`config.mk`:
```
export PLATFORM = sky130hd
export DESIGN_NAME = bin_states_mover
export DESIGN_NICKNAME = d
export VERILOG_FILES = /design/src/rtl/bin_states_mover.sv
export SDC_FILE = /design/constraint.sdc
export NUM_CORES = 1
export LEC_CHECK = 0
export ABC_AREA = 1
export BUFFER_PORTS_ARGS = -buffer_cell sky130_fd_sc_hd__buf_2
export CAP_MARGIN = 20
export CORE_MARGIN = 3
export CORE_UTILIZATION = 25
export CTS_CLUSTER_DIAMETER = 200
export DETAILED_ROUTE_END_ITERATION = 10
export PLACE_DENSITY = 0.48
export RECOVER_POWER = 25
export SLEW_MARGIN = 20
export SYNTH_ARGS = -nofsm -noshare
export SYNTH_HDL_FRONTEND = slang
export SYNTH_SLANG_ARGS = --single-unit
```
`constraint.sdc`:
```
create_clock -name clk -period 5.75 [get_ports clk]
set_input_delay 1.725 -clock clk [delete_from_list [all_inputs] [get_ports clk]]
set_output_delay 1.725 -clock clk [all_outputs]
set_load 0.05 [all_outputs]
```
`src/rtl/bin_states_mover.sv`:
```
// ============================================================================
// Module   : bin_states_mover
// Purpose  : Moves variable state words between the global state RAM and the
//            base cells of the active bin (load: RAM->cells, update: cells->RAM).
//            Optional macro BIN_STATES_CLEAR_EN zeroes cells of unused slots on load.
// Revision : 1.0 - initial release
// ============================================================================
`default_nettype none

module bin_states_mover #(
    parameter int NUM_VARS_A_BIN   = 8,
    parameter int WIDTH_VAR_STATES = 30,
    parameter int WIDTH_VAR_INDEX  = 12
) (
    input  logic                                        clk,
    input  logic                                        rst,
    input  logic                                        start_load_i,
    input  logic                                        start_update_i,
    input  logic [NUM_VARS_A_BIN*WIDTH_VAR_INDEX-1:0]   var_idx_i,
    output logic                                        busy_o,
    output logic                                        done_load_o,
    output logic                                        done_update_o,
    output logic                                        ram_rd_en_o,
    output logic                                        ram_wr_en_o,
    output logic [WIDTH_VAR_INDEX-1:0]                  ram_addr_o,
    input  logic [WIDTH_VAR_STATES-1:0]                 ram_rd_data_i,
    output logic [WIDTH_VAR_STATES-1:0]                 ram_wr_data_o,
    output logic [NUM_VARS_A_BIN-1:0]                   wr_states_o,
    output logic [WIDTH_VAR_STATES-1:0]                 vars_states_o,
    input  logic [NUM_VARS_A_BIN*WIDTH_VAR_STATES-1:0]  vars_states_i
);

    localparam int SLOT_W = $clog2(NUM_VARS_A_BIN + 1);
    localparam int TAG_W  = (NUM_VARS_A_BIN > 1) ? $clog2(NUM_VARS_A_BIN) : 1;
    localparam logic [SLOT_W-1:0] SLOT_END = SLOT_W'(NUM_VARS_A_BIN);

    typedef enum logic [1:0] {
        IDLE      = 2'd0,
        LOAD      = 2'd1,
        LOAD_TAIL = 2'd2,
        UPDATE    = 2'd3
    } state_t;

    state_t                                     state;
    logic [SLOT_W-1:0]                          slot;
    logic [NUM_VARS_A_BIN*WIDTH_VAR_INDEX-1:0]  idx;
    logic                                       pend_valid;
    logic                                       pend_fill;
    logic [TAG_W-1:0]                           pend_tag;
    logic                                       data_sel;

    logic [TAG_W-1:0]            cur_tag;
    logic [WIDTH_VAR_INDEX-1:0]  cur_idx;
    logic [WIDTH_VAR_STATES-1:0] cur_state;
    logic                        issue_ld;
    logic                        issue_up;

    // The first slot is issued on the accepting edge, so in IDLE the slot
    // index comes straight from the inputs rather than the latched copy.
    always_comb begin
        cur_tag   = (state == IDLE) ? '0 : slot[TAG_W-1:0];
        cur_idx   = (state == IDLE) ? var_idx_i[0 +: WIDTH_VAR_INDEX]
                                    : idx[cur_tag*WIDTH_VAR_INDEX +: WIDTH_VAR_INDEX];
        cur_state = vars_states_i[cur_tag*WIDTH_VAR_STATES +: WIDTH_VAR_STATES];
        issue_ld  = ((state == IDLE) && start_load_i) ||
                    ((state == LOAD) && (slot != SLOT_END));
        issue_up  = ((state == IDLE) && !start_load_i && start_update_i) ||
                    ((state == UPDATE) && (slot != SLOT_END));
    end

    // RAM data arrives in the same cycle as the cell strobe, so the broadcast
    // word is the RAM bus gated by a registered select.
    assign vars_states_o = data_sel ? ram_rd_data_i : '0;

    always_ff @(posedge clk or negedge rst) begin
        if (!rst) begin
            state         <= IDLE;
            slot          <= '0;
            idx           <= '0;
            pend_valid    <= 1'b0;
            pend_fill     <= 1'b0;
            pend_tag      <= '0;
            data_sel      <= 1'b0;
            busy_o        <= 1'b0;
            done_load_o   <= 1'b0;
            done_update_o <= 1'b0;
            ram_rd_en_o   <= 1'b0;
            ram_wr_en_o   <= 1'b0;
            ram_addr_o    <= '0;
            ram_wr_data_o <= '0;
            wr_states_o   <= '0;
        end else begin
            done_load_o   <= 1'b0;
            done_update_o <= 1'b0;
            ram_rd_en_o   <= 1'b0;
            ram_wr_en_o   <= 1'b0;
            pend_valid    <= 1'b0;
            wr_states_o   <= '0;
            data_sel      <= 1'b0;

            if (pend_valid) begin
                wr_states_o <= NUM_VARS_A_BIN'(1) << pend_tag;
                data_sel    <= pend_fill;
            end

            if (issue_ld) begin
                if (cur_idx != '0) begin
                    ram_rd_en_o <= 1'b1;
                    ram_addr_o  <= cur_idx;
                    pend_valid  <= 1'b1;
                    pend_tag    <= cur_tag;
                    pend_fill   <= 1'b1;
                end
`ifdef BIN_STATES_CLEAR_EN
                else begin
                    pend_valid  <= 1'b1;
                    pend_tag    <= cur_tag;
                    pend_fill   <= 1'b0;
                end
`endif
            end

            if (issue_up && (cur_idx != '0)) begin
                ram_wr_en_o   <= 1'b1;
                ram_addr_o    <= cur_idx;
                ram_wr_data_o <= cur_state;
            end

            case (state)
                IDLE: begin
                    if (start_load_i || start_update_i) begin
                        idx    <= var_idx_i;
                        slot   <= SLOT_W'(1);
                        busy_o <= 1'b1;
                        state  <= start_load_i ? LOAD : UPDATE;
                    end
                end
                LOAD: begin
                    if (slot == SLOT_END) begin
                        slot  <= '0;
                        state <= LOAD_TAIL;
                    end else begin
                        slot  <= slot + 1'b1;
                    end
                end
                LOAD_TAIL: begin
                    busy_o      <= 1'b0;
                    done_load_o <= 1'b1;
                    state       <= IDLE;
                end
                UPDATE: begin
                    if (slot == SLOT_END) begin
                        slot          <= '0;
                        busy_o        <= 1'b0;
                        done_update_o <= 1'b1;
                        state         <= IDLE;
                    end else begin
                        slot          <= slot + 1'b1;
                    end
                end
                default: state <= IDLE;
            endcase
        end
    end

endmodule

`default_nettype wire

```
==> metrics.cfg <==
[run_status]
status = complete, but fails checks
violations = capacitance limit, slew limit

[pwr]
powerDensity_nw_per_um2 = 642
leakagePower_uw = 0.00689
ir_worst_vdd_uv = 294

[timing]
slew_headroom = -0.557
finalCritPeriodShare = 0.697
fin_skew_ns = 0.0104
drv_slew = 163
hold_viol = 0
fin_setup_tns_ns = 0
period_needed_ns = 4.01
max_freq_mhz = 249
setup_viol = 0
setup_ws_ns = 1.74
rsz0062_at_grt = false
tightest_slew_ns = 2.33

[grt]
antenna_found_initial = 13
globalRouteOverflowTotal = 0
grt_max_degree = 163
grt_use_total = 0.189
grt_pass1_vias = 10000
grt_pass1_wl_um = 60500

[cts]
cts_buffers = 17
cts.sink_count = 162
ctsResizeCount = 0
cts_buffer_depth = 2
h-tree-depth = 4
cts_tree = yes
cts_root_buf = clkbuf_16
postCtsSetupRepairBufs = 0
insertion_delay_ns = 0.44
hold_buffers = 0
clkSlewWorstSetupHoldPaths_ns = 0.07

[logic_synthesis]
synth_seq_cells = 162
ys.flop_type = dfrtp_1
syn_area_per_cell_um2 = 7.52
netlist_area_um2 = 9740
synthCells = 1295
ys_seq_area_frac = 0.416
synth_top_family_by_area = simple AND/OR/NAND/NOR gates
synth-simple-area-share = 0.269
synthAdderAreaFrac = 0.00257
yosysMostFrequentCell = nand2_1
synth_compound_area_frac = 0.161
yosys.area.top_type = dfrtp_1
yosysTopAreaCellShare = 0.416
yosys-mux-area-fraction = 0.0601
synth_edf_count = 0
netlist_top_cells_count = nand2_1 (332), dfrtp_1 (162), nor2_1 (120)
yosys_warnings = 0
synth_xor_xnor_area_share = 0.00180
synthTopCellsByArea = dfrtp_1 (42%), nand2_1 (13%), mux2_2 (6.0%)
synthDistinctLibCells = 33
async_flop_share = 1.00
syn_nets = 1667

[routing]
drc = 0
initialDrtViolationCount = 787
first_pass_iters = 5
routed_wl_um = 41100
wl_per_cell_um = 18.5
vias = 10200
vias_per_cell = 4.60
drtAntennaViolNets = 0

[setup_path]
cp_max_fo = 162
crit_type = primary input to asynchronous set/reset pin
cp-start-kind = primary input
cp_num_buf_inv = 2
worstSetupPathDepth = 2
path_cells = clkdlybuf4s25_1, clkbuf_4
worstPathArrival_ns = 3.76
worst_ep_required_time_ns = 5.50
end_kind = asynchronous set/reset pin
crit_family = buffers and inverters
r2r_end = ram_wr_data_o[7]
worstReg2RegStart = slot[0]
crit_start = rst
cpPeakStageDelay_ns = 1.63
reg2reg_setup_slack_ns = 1.86
worstRegToRegCells = 14
crit_path_top_delay_cell = clkbuf_4

[placement]
hpwl_um = 31000
routabilityCongestion = 0.890
port_buffers = 454
place_area_um2 = 12400
pre_cts_slack_ns = 1.82
dp_cells = 2179

[finish]
fin_nets = 2059
layout-drive-gt1-share = 0.385
instances_no_fill = 2218
design_area_um2 = 13000
areaGrowthSynthToFinish_pct = 33.4

[floorplan]
die_h_um = 203
start_util = 0.256
rows = 71
die_w_um = 203
core_um2 = 38000
pin_count = 455
die_area_um2 = 41400

[flow_run]
drv_cap = 1

[min_path]
min_path_cells = 2
min_to = data_sel
hp-start = pend_fill
min_path_type = flip-flop to flip-flop

## cells in the final DEF (no fill, tap or decap), drive strengths merged, types with 30 or more instances in the layout
master | synthesis | final
buf | 36 | 464
nand2 | 335 | 335
dfrtp | 162 | 162
nor2 | 124 | 124
inv | 118 | 122
nand3 | 96 | 96
a21oi | 86 | 86
o211ai | 72 | 72
or2 | 60 | 60
o21ai | 56 | 56
mux2 | 52 | 52
a31o | 30 | 30
## layout make-up
type / count / area [µm²]
Fill cell: 4235 / 25000
Multi-Input combinational cell: 921 / 4830
Sequential cell: 162 / 4060
Timing Repair Buffer: 466 / 2380
Tap cell: 511 / 639
Clock buffer: 20 / 447
Inverter: 119 / 447
Clock inverter: 12 / 180
Antenna cell: 7 / 17.5
## how the worst max path moves through the flow
stage                         to  slack [ns]
2_1_floorplan   vars_states_o[0]        1.94
3_5_place_dp   ram_wr_data_o[15]        1.82
4_1_cts        ram_wr_data_o[15]        1.80
5_1_grt                  slot[0]        1.22
6_report                 slot[0]        1.74
3_3_place_gp   vars_states_o[28]        1.82
## power breakdown
group | total [µW] | internal (µW) | switching, µW
Clock | 1240 | 742 | 498
Sequential | 2050 | 1700 | 350
Combinational | 5060 | 1640 | 3420
## kinds of logic after synthesis
family,Yosys count
xor gates and xnor gates,2
AOI/OAI and AO/OA,249
muxes,52
DFF,162
adders and majority gates,2
buffers and inverters,212
and+or+nand+nor,616
## metal layers
metal  up-vias  share of wire  track usage
met5         -        0.00083            0
met4         6          0.017       0.0438
met3        38          0.068       0.0437
met2       334           0.49        0.326
met1      4817           0.43        0.241
li1       5014              -            -
## per-stage QoR
stage,total power (µW),utilization,hold WS (ns)
6_report,8350,0.342,0.460
5_1_grt,9010,0.342,0.497
3_3_place_gp,7150,0.325,0.448
3_5_place_dp,7190,0.325,0.444
4_1_cts,8460,0.342,0.459
2_1_floorplan,5760,-,0.435
## state kept, by name, indices dropped and copies added, names as in the netlist
register,count
ram_wr_en_o,1
ram_wr_data_o,30
pend_valid,1
idx,96
pend_tag,3
done_load_o,1
ram_addr_o,12
data_sel,1
pend_fill,1
done_update_o,1
busy_o,1
slot,4
state,2
wr_states_o,8
(Power assumes the default switching activity.)
